<file path="config.mk">
export PLATFORM = sky130hd
export DESIGN_NAME = divider_8bit
export DESIGN_NICKNAME = d
export VERILOG_FILES = /design/src/rtl/divider_8bit.sv
export SDC_FILE = /design/constraint.sdc
export NUM_CORES = 1
export LEC_CHECK = 0
export ABC_AREA = 1
export BUFFER_PORTS_ARGS = -buffer_cell sky130_fd_sc_hd__buf_4
export CELL_PAD_IN_SITES_DETAIL_PLACEMENT = 1
export CELL_PAD_IN_SITES_GLOBAL_PLACEMENT = 2
export CORE_AREA = 2 2 116 73
export CTS_BUF_LIST = sky130_fd_sc_hd__clkbuf_16
export DETAILED_ROUTE_END_ITERATION = 10
export DIE_AREA = 0 0 118 75
export PLACE_DENSITY_LB_ADDON = 0.1
export SETUP_SLACK_MARGIN = 0.05
export SLEW_MARGIN = 20
export SYNTH_ARGS = -nofsm -noshare
export SYNTH_HDL_FRONTEND = slang
export SYNTH_SLANG_ARGS = --single-unit
</file>
<file path="constraint.sdc">
create_clock -name clk -period 2.3 [get_ports clk]
set_input_delay 0.46 -clock clk [delete_from_list [all_inputs] [get_ports clk]]
set_output_delay 0.46 -clock clk [all_outputs]
set_load 0.05 [all_outputs]
</file>
<file path="src/rtl/divider_8bit.sv">
// divider_8bit: 8-bit unsigned restoring shift-subtract divider.
// It produces one quotient bit per clock, so a result takes 8 cycles after start.
`default_nettype none

module divider_8bit (
   input  logic       clk,
   input  logic       rst_n,
   input  logic       start,
   input  logic [7:0] dividend,
   input  logic [7:0] divisor,
   output logic [7:0] quotient,
   output logic [7:0] remainder,
   output logic       busy,
   output logic       done,
   output logic       div_by_zero
);

   typedef enum logic [0:0] {
      IDLE = 1'b0,
      RUN  = 1'b1
   } state_t;

   state_t      state, state_nxt;
   logic [7:0]  dvd_q, dvd_nxt;      // dividend bits shift out MSB first, quotient bits shift in
   logic [7:0]  dvs_q, dvs_nxt;
   logic [8:0]  part_q, part_nxt;
   logic [3:0]  cnt_q, cnt_nxt;
   logic        zero_pend_q, zero_pend_nxt;
   logic [7:0]  quo_nxt, rem_nxt;
   logic        busy_nxt, done_nxt, dz_nxt;

   logic [8:0]  shifted;
   logic [9:0]  trial;
   logic        no_borrow;
   logic [8:0]  part_step;

   always_comb begin
      shifted   = {part_q[7:0], dvd_q[7]};
      trial     = {1'b0, shifted} - {2'b00, dvs_q};
      no_borrow = ~trial[9];
      part_step = no_borrow ? trial[8:0] : shifted;
   end

   always_ff @(posedge clk or negedge rst_n) begin
      if (!rst_n) begin
         state       <= IDLE;
         dvd_q       <= 8'h00;
         dvs_q       <= 8'h00;
         part_q      <= 9'h000;
         cnt_q       <= 4'h0;
         zero_pend_q <= 1'b0;
         quotient    <= 8'h00;
         remainder   <= 8'h00;
         busy        <= 1'b0;
         done        <= 1'b0;
         div_by_zero <= 1'b0;
      end else begin
         state       <= state_nxt;
         dvd_q       <= dvd_nxt;
         dvs_q       <= dvs_nxt;
         part_q      <= part_nxt;
         cnt_q       <= cnt_nxt;
         zero_pend_q <= zero_pend_nxt;
         quotient    <= quo_nxt;
         remainder   <= rem_nxt;
         busy        <= busy_nxt;
         done        <= done_nxt;
         div_by_zero <= dz_nxt;
      end
   end

   always_comb begin
      state_nxt     = state;
      dvd_nxt       = dvd_q;
      dvs_nxt       = dvs_q;
      part_nxt      = part_q;
      cnt_nxt       = cnt_q;
      zero_pend_nxt = zero_pend_q;
      quo_nxt       = quotient;
      rem_nxt       = remainder;
      busy_nxt      = busy;
      done_nxt      = 1'b0;
      dz_nxt        = div_by_zero;

      case (state)
         IDLE: begin
            if (zero_pend_q) begin
               // Zero divisor: report one edge after acceptance, start stays ignored meanwhile.
               zero_pend_nxt = 1'b0;
               quo_nxt       = 8'hFF;
               rem_nxt       = dvd_q;
               dz_nxt        = 1'b1;
               done_nxt      = 1'b1;
               busy_nxt      = 1'b0;
            end else if (start) begin
               dvd_nxt  = dividend;
               dvs_nxt  = divisor;
               part_nxt = 9'h000;
               cnt_nxt  = 4'h0;
               busy_nxt = 1'b1;
               if (divisor == 8'h00)
                  zero_pend_nxt = 1'b1;
               else
                  state_nxt = RUN;
            end
         end

         RUN: begin
            part_nxt = part_step;
            dvd_nxt  = {dvd_q[6:0], no_borrow};
            cnt_nxt  = cnt_q + 4'h1;
            if (cnt_q == 4'h7) begin
               quo_nxt   = {dvd_q[6:0], no_borrow};
               rem_nxt   = part_step[7:0];
               dz_nxt    = 1'b0;
               done_nxt  = 1'b1;
               busy_nxt  = 1'b0;
               state_nxt = IDLE;
            end
         end

         default: state_nxt = IDLE;
      endcase
   end

endmodule

`default_nettype wire

</file>
# After elaboration in Yosys (flattened, before gate mapping)
# Index checks and enable logic that the tools add are counted.
[totals]
ff_bits = 49
inputBits = 19
wordCells = 60
[classes]
n_addsub = 2
n_eq_ne = 6
muxes = 33
bitwise = 3
n_reduce_logical = 5
[op_table]
columns = ["cell", "count"]
rows = [
  ["two-way mux 8 bit", 9],
  ["case mux 8 bit (2 select lines)", 4],
  ["two-way mux 1 bit", 13],
  ["subtractor 9 x 8 -> 10 bit", 1],
  ["logical NOT 8 bit", 1],
  ["two-way mux 4 bit", 2],
  ["case mux 1 bit (2 select lines)", 4],
  ["case mux 4 bit (2 select lines)", 1],
  ["inequality test 2 bit (second input constant)", 3],
  ["AND reduction 2 bit", 3],
  ["adder 4 x 1 -> 4 bit (second input constant)", 1],
  ["equality test 4 x 3 -> 1 bit (second input constant)", 1],
  ["inequality test 3 bit (second input constant)", 1],
  ["NOT 1 bit", 3],
  ["AND reduction 3 bit", 1],
  ["inequality test 2 x 1 -> 1 bit (second input constant)", 1],
]

# Depth between registers and ports, before layout
# Gate-level depths: netlist of the first run.
[logic_depth]
word_depth = 5
mapped_depth = 13
ltp_nobuf = 13

# Worst setup path after synthesis of the first run
# Ideal clock, no wire load.
[synth_path]
path_type = "reg2reg"
start = "register dvd_q[7]"
end = "register remainder[4]"
setup_ns = 0.118
t_arrival_ns = 1.495
required_time_ns = 2.182
path_slack_ns = 0.688
stages_incl_launch_ff = 13
n_path_buf = 0
period_less_slack_ns = 1.612
cell_sequence = "dfrtp_1 inv_1 ha_1 inv_1 fa_1 nand2_1 nand2_1 nand2_1 nand2_1 nand3_1 nand3_1 nand2_1 nand2_1"
[synth_between]
elab_chain_len = 4
[synth_lines]
columns = ["element", "line", "source"]
rows = [
  ["start: declaration", "24", "logic [7:0] dvd_q, dvd_nxt;"],
  ["start signal: assignment", "59", "dvd_q <= dvd_nxt;"],
  ["subtractor 9 x 8 -> 10 bit", "39", "trial = {1'b0, shifted} - {2'b00, dvs_q};"],
  ["two-way mux 8 bit", "41", "part_step = no_borrow ? trial[8:0] : shifted;"],
  ["two-way mux 8 bit", "112", "if (cnt_q == 4'h7) begin"],
  ["case mux 8 bit (2 select lines)", "85", "case (state)"],
  ["end signal: assignment", "65", "remainder <= rem_nxt;"],
  ["end: declaration", "12", "output logic [7:0] remainder,"],
]
# No other way between the ends. The select of a mux whose other input is x is not followed.
# A chain may end at the register's enable or synchronous reset.

# Final worst setup path of the first run
[layout_path]
start = "register part_q[1]"
end = "register remainder[2]"
[layout_between]
elab_chain_len = 4
[layout_lines]
columns = ["element", "line", "source"]
rows = [
  ["start: declaration", "26", "logic [8:0] part_q, part_nxt;"],
  ["start signal: assignment", "61", "part_q <= part_nxt;"],
  ["subtractor 9 x 8 -> 10 bit", "39", ""],
  ["two-way mux 8 bit (*)", "41", ""],
  ["two-way mux 8 bit (*)", "112", ""],
  ["case mux 8 bit (2 select lines) (*)", "85", ""],
]
# Every way passes the cells marked *; elsewhere a longest branch is shown, timed or not. The select of a mux whose other input is x is not followed.

==> flow_summary_export.csv, run 1 <==
group,metric,value,unit
timing,setup-violations-final,0,
global_routing,grt_pass1_vias,2208,
status,status,"finished, final reports clean",
detailed_routing,antenna_left,0,
critical_path,cpMostUsedCell,"nand2_1",
clock_network,h-tree-depth,2,
synth,synth-async-reset-ratio,1.00,
synth,ys.flop_type,"dfrtp_1",
critical_path,crit_chain,"ha_1, or2_1, nand3_1, nand2_1, nand2_1, nand4_1, nand3_1, nand2_1, nand2_1",
detailed_routing,drtIter0Drc,120,
global_routing,grt_pass1_wl,12300,um
floorplanning,ios,38,
detailed_routing,vias,2187,
clock_network,cts_made_buffers,5,
cells_and_area,regArea,1230,um2
timing,worst_slew_pin_slew,0.642,ns
clock_network,cts_buffer_depth,2,
detailed_routing,drt_pre_antenna_iters,4,
timing,fmax,490,MHz
timing,slew_headroom,0.572,
clock_network,cts_setup_buffers,0,
critical_path,max_stage_delay,0.41,ns
global_routing,grt-busiest-layer,"met1",
place,dp_hpwl,5810,um
detailed_routing,via_per_inst,4.75,
clock_network,cts_tree,"done",
min_path,hold_path_class,"in -> async",
synth,yosysMostFrequentCell,"nand2_1",
critical_path,cp.arrival,2.27,ns
critical_path,reg2reg_depth,9,
critical_path,critPathRequiredTime,2.53,ns
synth,yosys_warnings,0,
synth,syn_area,2510,um2
detailed_routing,drc_errors,0,
global_routing,use_met1,0.294,
clock_network,postCtsHoldBufs,0,
critical_path,startpoint_type,"flop",
global_routing,antenna_found_initial,0,
clock_network,clk_pin_slew_worst_paths,0.07,ns
critical_path,slowest_stage,"dfrtp_1",
global_routing,track_usage,0.185,
timing,tns,0,ns
place,gp_congestion,0.755,
critical_path,critPathBufInv,0,
cells_and_area,fill_cells,952,
timing,hold_viol,0,
global_routing,grt_max_degree,50,
critical_path,crit_fanout,7,
synth,ys_ff_latch,49,
synth,synth_top_area_share,0.488,
synth,synth-edff-count,0,
synth,synth_cell_type_count,28,
synth,ys_seq_area_frac,0.488,
critical_path,rrSetupSlack,0.26,ns
critical_path,path_class,"reg -> reg",
synth,synth_area_leaders,"dfrtp_1 (49%), nand2_1 (13%), nand3_1 (6.4%)",
critical_path,crit_family,"simple AND/OR/NAND/NOR gates",
timing,hold_slack,0.172,ns
clock_network,cts_sinks,49,
synth,netlist_instances,311,
cells_and_area,n_antenna_cell,0,
cells_and_area,final_nets,380,
clock_network,clk_latency,0.29,ns
timing,grt_setup_unrepaired,"no",
cells_and_area,layout-drive-gt1-share,0.162,
synth,synth_fp_nets,340,
synth,avgSynthCellArea,8.08,um2
cells_and_area,fin_util,0.400,
synth,synth_common_cells,"nand2_1 (88), dfrtp_1 (49), inv_1 (40)",
clock_network,post_cts_resized,0,
global_routing,grt_use_met3,0.0371,
timing,fin_crit,2.04,ns
critical_path,critPathCaptureType,"flop",
floorplanning,die_y,75,um
global_routing,gr-usage-met2,0.248,
cells_and_area,multi_input_area,1100,um2
place,port_buffers,37,
detailed_routing,wl_per_cell,16.2,um
timing,slew_viol_final,0,
critical_path,r2r_end,"remainder[2]$_DFFE_PN0P_",
floorplanning,rows,25,
clock_network,cts_root_buf,"clkbuf_16",
timing,timing.final.crit_share,0.888,
floorplanning,dieArea,8850,um2
timing,skew,0.00539,ns
critical_path,r2r_start,"part_q[1]$_DFFE_PN0P_",
floorplanning,die_w,118,um
flow_run,maxCapViolCount,0,
global_routing,overflow,0,
floorplanning,coreArea,7730,um2
cells_and_area,syn2layout_area_growth,22.9,%
synth,synth_top_area_cell,"dfrtp_1",
detailed_routing,finalWirelength,7470,um
critical_path,cp-startpoint,"part_q[1]$_DFFE_PN0P_",
floorplanning,initial_core_util,0.325,
layer usage:
| metal | up-vias | routed length (um) |
|---|---|---|
| met1 | 1058 | 4350 |
| met2 | 27 | 2810 |
| li1 | 1094 | - |
| met3 | 8 | 231 |
| met4 | 0 | 78 |
| met5 | - | 0 |
cell type report:
class | instances | share of cell area
Inverter | 41 | 0.0499
Timing Repair Buffer | 41 | 0.0997
Tap cell | 108 | 0.0438
Clock inverter | 3 | 0.0134
Multi-Input combinational cell | 213 | 0.355
Sequential cell | 49 | 0.397
Clock buffer | 5 | 0.0405
registers in the layout, indices dropped and copies added, names as in the netlist:
signal,cells
cnt_q,4
done,1
remainder,8
dvs_q,8
state,1
quotient,8
div_by_zero,1
zero_pend_q,1
busy,1
dvd_q,8
part_q,8
cells in the final DEF, fill, tap and decap left out:
master      instances
a211oi_1            1
a21oi_1            10
a21oi_4             1
a221oi_1            4
a22o_1              1
buf_4              41
bufinv_16           1
clkbuf_16           5
clkinv_1            1
clkinvlp_4          1
dfrtp_1            49
fa_1                1
ha_1                9
inv_1              40
inv_2               1
nand2_1            88
nand2_2             1
nand3_1            32
nand3_4             1
nand3b_1            1
nand4_1            11
nor2_1             24
nor2_2              1
nor4_1              1
o21ai_0            15
o221ai_1            2
o22ai_1             1
or2_1               2
or2_2               4
xor2_1              2
per-stage QoR:
step | instance area, um2 | cells | worst slack, ns
global placement | 2920 | 452 | 0.282
CTS | 3090 | 460 | 0.289
global route | 3090 | 460 | 0.105
floorplan | 2510 | 311 | 0.688
detailed placement | 2920 | 452 | 0.326
finish | 3090 | 460 | 0.257
cell families after synthesis:
logic type	Yosys count	synth area share
AND/OR/NAND/NOR	166	0.291
buffers and inverters	49	0.0752
flip-flops	49	0.488
AO/OA/AOI/OAI	35	0.0862
adder cells (fa/ha/maj)	10	0.0528
XOR/XNOR	2	0.00697
how the worst max path moves through the flow:
stage,endpoint,slack (ns),depth (start not counted)
after floorplan,remainder[4]$_DFFE_PN0P_,0.69,12
after global placement,remainder[4]$_DFFE_PN0P_,0.28,9
after detailed placement,remainder[4]$_DFFE_PN0P_,0.33,9
after CTS,remainder[2]$_DFFE_PN0P_,0.29,9
after global routing,remainder[2]$_DFFE_PN0P_,0.10,9
final,remainder[2]$_DFFE_PN0P_,0.26,9
Power of run 1 is not shown: default switching activity piles up to over one toggle a cycle in this logic, so the estimate is an artifact.
==> run 2: changes to the inputs <==
--- a/config.mk
+++ b/config.mk
@@ -5,14 +5,13 @@
 export SDC_FILE = /design/constraint.sdc
 export NUM_CORES = 1
 export LEC_CHECK = 0
-export ABC_AREA = 1
 export BUFFER_PORTS_ARGS = -buffer_cell sky130_fd_sc_hd__buf_4
 export CELL_PAD_IN_SITES_DETAIL_PLACEMENT = 1
 export CELL_PAD_IN_SITES_GLOBAL_PLACEMENT = 2
-export CORE_AREA = 2 2 116 73
+export CORE_AREA = 2 2 113 71
 export CTS_BUF_LIST = sky130_fd_sc_hd__clkbuf_16
 export DETAILED_ROUTE_END_ITERATION = 10
-export DIE_AREA = 0 0 118 75
+export DIE_AREA = 0 0 115 73
 export PLACE_DENSITY_LB_ADDON = 0.1
 export SETUP_SLACK_MARGIN = 0.05
 export SLEW_MARGIN = 20
==> run 2 against run 1 <==
  * Via count fell by 3.5%
  * Clock skew rose by 0.0044 ns
  * Die area fell by 5.1%
  * First-iteration DRC count rose by 3.3%
  * Final area rose by 6.1%
  * Worst setup slack got worse by 0.12 ns
  * Flip-flop and latch count did not move
  * Non-clock buffer count rose by 14
  * Global-route usage fell by 0.71 points
  * Cell count fell by 12%
==> flow_summary_export.csv, run 2 <==
group,metric,value,unit
clock_network,cts_root_buf,"clkbuf_16",
cells_and_area,fin_util,0.436,
synth,ys.flop_type,"dfrtp_1",
synth,synth-edff-count,0,
synth,synth_compound_area_frac,0.190,
timing,setup-violations-final,0,
synth,yosysMostFrequentCell,"dfrtp_1",
clock_network,cts_tree,"done",
critical_path,cp.arrival,2.37,ns
timing,worst_slew_pin_slew,0.655,ns
detailed_routing,vias,2110,
global_routing,grt_max_degree,50,
timing,slew_viol_final,0,
synth,synth-async-reset-ratio,1.00,
critical_path,crit_chain,"inv_1, ha_1, inv_1, fa_2, a211oi_2, or4b_2, o2111ai_2, mux2i_2, mux2i_1",
synth,ys_seq_area_frac,0.474,
detailed_routing,drtIter0Drc,124,
critical_path,startpoint_type,"flop",
synth,synth_area_leaders,"dfrtp_1 (47%), nand2_1 (6.2%), mux2i_1 (5.4%)",
detailed_routing,antenna_left,0,
global_routing,overflow,0,
critical_path,cpMostUsedCell,"inv_1",
floorplanning,rows,25,
cells_and_area,layout.cells.non_filler,404,
clock_network,cts_buffer_depth,2,
cells_and_area,mostFrequentLayoutCells,"buf_4 (55), dfrtp_1 (49), nand2_1 (43), o21ai_0 (28), nor2_1 (16)",
place,dp_hpwl,5090,um
synth,yosys.area_share.simple,0.151,
synth,synth_cell_type_count,51,
synth,synth_top_area_cell,"dfrtp_1",
clock_network,cts_made_buffers,5,
critical_path,crit_fanout,3,
floorplanning,initial_core_util,0.345,
cells_and_area,layout-drive-gt1-share,0.274,
synth,synth_fp_nets,289,
detailed_routing,finalWirelength,6940,um
synth,ys_ff_latch,49,
floorplanning,ios,38,
clock_network,h-tree-depth,2,
cells_and_area,syn2layout_area_growth,26.5,%
critical_path,max_stage_delay,0.65,ns
clock_network,clk_pin_slew_worst_paths,0.07,ns
detailed_routing,wl_met2,2710,um
critical_path,critPathCaptureType,"flop",
detailed_routing,wl_met1,3910,um
detailed_routing,via_per_inst,5.22,
detailed_routing,drt_pre_antenna_iters,4,
timing,skew,0.00978,ns
floorplanning,coreArea,7510,um2
synth,avgSynthCellArea,9.96,um2
synth,synth_top_area_share,0.474,
floorplanning,die_w,115,um
floorplanning,die_y,73,um
status,status,"finished, final reports clean",
global_routing,grt_pass1_vias,2063,
detailed_routing,wl_met3,244,um
place,port_buffers,37,
timing,hold_viol,0,
synth,synthAdderAreaFrac,0.0512,
synth,synth.area.mux_share,0.0744,
timing,fin_crit,2.16,ns
place,gp_congestion,0.744,
global_routing,grt_pass1_wl,11200,um
cells_and_area,layout_commonest_cell,"buf_4",
synth,syn_area,2590,um2
min_path,hold_path_class,"in -> async",
clock_network,cts_sinks,49,
place,place_inst,393,
floorplanning,dieArea,8400,um2
detailed_routing,wl_per_cell,17.2,um
cells_and_area,final_cell_area,3270,um2
timing,slew_headroom,0.563,
global_routing,antenna_found_initial,0,
detailed_routing,top_layer,"met4",
clock_network,clk_latency,0.29,ns
timing,fmax,463,MHz
clock_network,postCtsHoldBufs,0,
cells_and_area,n_antenna_cell,0,
synth,synth_top_family_by_area,"compound AO/OA/AOI/OAI gates",
place,place_ws,-0.0244,ns
timing,grt_setup_unrepaired,"yes",
critical_path,slowest_stage,"or4b_2",
critical_path,path_class,"reg -> reg",
global_routing,track_usage,0.178,
detailed_routing,drc_errors,0,
timing,fin_ws,0.141,ns
synth,yosys_warnings,0,
place,placed_area,3020,um2
timing,timing.final.crit_share,0.939,
synth,synth_xor_area_frac,0.0135,
synth,netlist_instances,260,
flow_run,maxCapViolCount,0,
cells_and_area,final_nets,338,
critical_path,critPathRequiredTime,2.51,ns
synth,synth_common_cells,"dfrtp_1 (49), nand2_1 (43), o21ai_0 (28)",
==> run 2: cell types whose count changed in the layout (fill, tap and decap cells not counted), moves of 4 or more <==
cell      before  now
a221oi_1       4    0
nor2_1        24   16
nand2b_1       0    4
nand4_1       11    2
nand2_1       88   43
mux2i_1        0   13
nand3_1       32    2
buf_4         41   55
o21ai_0       15   28
o22a_1         0    8
inv_1         40   12
a21oi_1       10    6
==> run 2: layout make-up <==
type	count	area, um2
tap	94	118
fill	872	4230
clock buffer	5	125
clock inverter	3	65.1
sequential	49	1230
multi-input combinational	186	1280
inverter	12	45.0
timing repair buffer	55	413
==> run 2: final timing paths <==
check | startpoint | endpoint | slack [ns] | depth (start not counted)
max in group asynchronous | rst_n | busy$_DFFE_PN0P_ | 1.66 | 1
min in group clk | divisor[2] | dvs_q[2]$_DFFE_PN0P_ | 0.39 | 3
min | rst_n | part_q[3]$_DFFE_PN0P_ | 0.18 | 1
max reg2reg | dvd_q[7]$_DFFE_PN0P_ | part_q[6]$_DFFE_PN0P_ | 0.14 | 9
min reg2reg | quotient[4]$_DFFE_PN0P_ | quotient[4]$_DFFE_PN0P_ | 0.49 | 1
max | dvd_q[7]$_DFFE_PN0P_ | part_q[6]$_DFFE_PN0P_ | 0.14 | 9
==> run 2: cells by family after synthesis <==
logic type	count (synthesis)
buffers and inverters	25
AND/OR/NAND/NOR	84
AO/OA/AOI/OAI	70
adder cells (fa/ha/maj)	10
flip-flops	49
XOR/XNOR	4
multiplexers	18
==> run 2: timing repair <==
| item | 4_1_cts | 5_1_grt |
|---|---|---|
| setup buffers | 0 | 3 |
| gates resized for setup | 3 | 5 |
| cloned | 0 | 0 |
| pin swaps | 0 | 3 |
| endpoints found under the setup margin | 3 | 5 |
==> run 2: per-stage QoR <==
step	TNS, ns	hold slack [ns]
4_1_cts	0	0.221
5_1_grt	0	0.234
3_3_place_gp	0	0.474
6_report	0	0.175
2_1_floorplan	0	0.164
3_5_place_dp	-0.0427	0.482
==> run 2: worst max-delay path, delay by kind of cell, from the launching register on <==
| family | cells | cell delay [ns] |
|---|---|---|
| simple gates | 1 | 0.65 |
| mux | 2 | 0.26 |
| flops | 1 | 0.36 |
| compound gates | 2 | 0.22 |
| buf+inv | 2 | 0.15 |
| fa+ha+maj | 2 | 0.45 |
==> run 2: routing by layer <==
metal | global-route usage | vias up
li1 | - | 1022
met1 | 0.284 | 1048
met2 | 0.235 | 33
met3 | 0.0432 | 7
met4 | 0.0428 | 0
met5 | 0 | -
Power of run 2 is left out for the same reason.
==> run 3: changes to the inputs <==
--- a/config.mk
+++ b/config.mk
@@ -5,13 +5,14 @@
 export SDC_FILE = /design/constraint.sdc
 export NUM_CORES = 1
 export LEC_CHECK = 0
+export ABC_AREA = 1
 export BUFFER_PORTS_ARGS = -buffer_cell sky130_fd_sc_hd__buf_4
 export CELL_PAD_IN_SITES_DETAIL_PLACEMENT = 1
 export CELL_PAD_IN_SITES_GLOBAL_PLACEMENT = 2
-export CORE_AREA = 2 2 113 71
+export CORE_AREA = 2 2 83 101
 export CTS_BUF_LIST = sky130_fd_sc_hd__clkbuf_16
 export DETAILED_ROUTE_END_ITERATION = 10
-export DIE_AREA = 0 0 115 73
+export DIE_AREA = 0 0 85 103
 export PLACE_DENSITY_LB_ADDON = 0.1
 export SETUP_SLACK_MARGIN = 0.05
 export SLEW_MARGIN = 20
==> run 3 against run 2 <==
  * Cell count rose by 11%
  * Worst setup slack improved by 0.23 ns
  * Non-clock buffer count fell by 14
  * Wire length rose by 2.6%
  * Flip-flop and latch count did not move
  * Core utilization fell by 5.0 points
==> flow_summary_export.csv, run 3 (synthesis results as in run 1) <==
group,metric,value,unit
status,status,"finished, final reports clean",
global_routing,overflow,0,
floorplanning,die_w,85,um
clock_network,h-tree-depth,2,
global_routing,grt-busiest-layer,"met2",
critical_path,rrSetupSlack,0.37,ns
flow_run,maxCapViolCount,0,
detailed_routing,drt_pre_antenna_iters,5,
detailed_routing,finalWirelength,7120,um
pwr,comb_power_share,0.579,
floorplanning,initial_core_util,0.319,
global_routing,track_usage,0.176,
cells_and_area,mostFrequentLayoutCells,"nand2_1 (88), dfrtp_1 (49), inv_1 (42), buf_4 (41), nand3_1 (32)",
timing,skew,0.00341,ns
global_routing,grt_max_degree,50,
timing,fin_crit,1.93,ns
pwr,sequentialPowerShare,0.287,
place,port_buffers,37,
pwr,net-switching-power,2.70,mW
critical_path,crit_fanout,7,
clock_network,cts_sinks,49,
timing,setup-violations-final,0,
clock_network,postCtsHoldBufs,0,
clock_network,cts_root_buf,"clkbuf_16",
min_path,hold_path_class,"in -> async",
floorplanning,coreArea,7880,um2
place,gp_congestion,0.756,
timing,timing.final.crit_share,0.841,
clock_network,cts_buffer_depth,2,
cells_and_area,regArea,1230,um2
critical_path,path_class,"reg -> reg",
cells_and_area,final_nets,380,
global_routing,grt_pass1_vias,2369,
floorplanning,rows,36,
floorplanning,ios,38,
timing,worst_slew_pin_slew,0.654,ns
detailed_routing,wl_per_cell,15.9,um
detailed_routing,drc_errors,0,
pwr,p_leak,1.58,nW
critical_path,r2r_end,"remainder[4]$_DFFE_PN0P_",
global_routing,grt_pass1_wl,12000,um
timing,fmax,517,MHz
timing,slew_headroom,0.564,
place,dp_hpwl,5430,um
clock_network,cts_made_buffers,5,
global_routing,antenna_found_initial,0,
detailed_routing,vias,2198,
critical_path,reg2reg_depth,10,
pwr,power,5.43,mW
cells_and_area,syn2layout_area_growth,21.2,%
timing,tns,0,ns
cells_and_area,layout_commonest_cell,"nand2_1",
timing,hold_viol,0,
global_routing,use_met1,0.217,
critical_path,critPathCaptureType,"flop",
pwr,cellPowerDensity,1780,nW/um2
cells_and_area,layout-drive-gt1-share,0.159,
clock_network,clk_latency,0.29,ns
global_routing,gr-usage-met2,0.323,
detailed_routing,antenna_left,0,
floorplanning,dieArea,8760,um2
floorplanning,die_y,103,um
clock_network,cts_tree,"done",
global_routing,grt_use_met3,0.0232,
pwr,ir_drop,0.652,mV
pwr,p_int,2.73,mW
timing,grt_setup_unrepaired,"no",
pwr,power_frac_clock,0.134,
critical_path,cp.arrival,2.11,ns
critical_path,critPathRequiredTime,2.48,ns
detailed_routing,via_per_inst,4.92,
cells_and_area,fill_cells,936,
critical_path,startpoint_type,"flop",
detailed_routing,drtIter0Drc,78,
pwr,swShare,0.497,
critical_path,cp-startpoint,"part_q[3]$_DFFE_PN0P_",
cells_and_area,n_antenna_cell,0,
critical_path,r2r_start,"part_q[3]$_DFFE_PN0P_",
timing,slew_viol_final,0,
clock_network,post_cts_resized,0,
clock_network,cts_setup_buffers,0,
cells_and_area,multi_input_area,1100,um2
clock_network,clk_pin_slew_worst_paths,0.07,ns
[run 3: how the worst max path moves through the flow]
stage,endpoint,slack [ns],depth (start not counted)
final,remainder[4]$_DFFE_PN0P_,0.37,10
after global routing,remainder[4]$_DFFE_PN0P_,0.15,10
after CTS,remainder[4]$_DFFE_PN0P_,0.34,10
after detailed placement,remainder[4]$_DFFE_PN0P_,0.36,9
after global placement,remainder[4]$_DFFE_PN0P_,0.35,10
after floorplan,remainder[4]$_DFFE_PN0P_,0.69,12
[run 3: through the flow]
step | hold slack, ns | utilization | cell area, um2 | instances | setup WS, ns
3_3_place_gp | 0.474 | 0.368 | 2900 | 439 | 0.352
5_1_grt | 0.250 | 0.386 | 3040 | 447 | 0.146
6_report | 0.193 | 0.386 | 3040 | 447 | 0.366
4_1_cts | 0.230 | 0.386 | 3040 | 447 | 0.342
3_5_place_dp | 0.481 | 0.368 | 2900 | 439 | 0.355
2_1_floorplan | 0.164 | - | 2510 | 311 | 0.688
[run 3: final cells by class]
type                            instances  share of cell area
Timing Repair Buffer                   41               0.101
Multi-Input combinational cell        213               0.360
Sequential cell                        49               0.403
Clock inverter                          3             0.00493
Tap cell                               95              0.0390
Inverter                               41              0.0506
Clock buffer                            5              0.0411
[run 3: metal layers]
| metal | up-vias | part of all wire |
|---|---|---|
| met5 | - | 0 |
| met4 | 0 | 0.017 |
| met3 | 9 | 0.021 |
| met2 | 29 | 0.52 |
| met1 | 1067 | 0.45 |
| li1 | 1093 | - |
[run 3: worst max-delay path, cell delays in order (launching register included)]
cell	delay, ns
dfrtp_1	0.45
ha_1	0.42
nand2_1	0.13
inv_1	0.09
nand3_1	0.09
nand2_1	0.10
nand2_1	0.18
nand4_1	0.16
nand3_1	0.09
nand2_1	0.07
nand2_1	0.06
[run 3: power by group through the flow]
stage	registers, mW	clock network [mW]	logic, mW
final	1.56	0.727	3.14
after global routing	1.62	0.775	3.58
after CTS	1.57	0.748	3.20
after detailed placement	1.58	0	3.19
after global placement	1.57	0	3.16
after floorplan	2.00	0	1.81
Note: power is estimated with default switching activity, not from simulation.
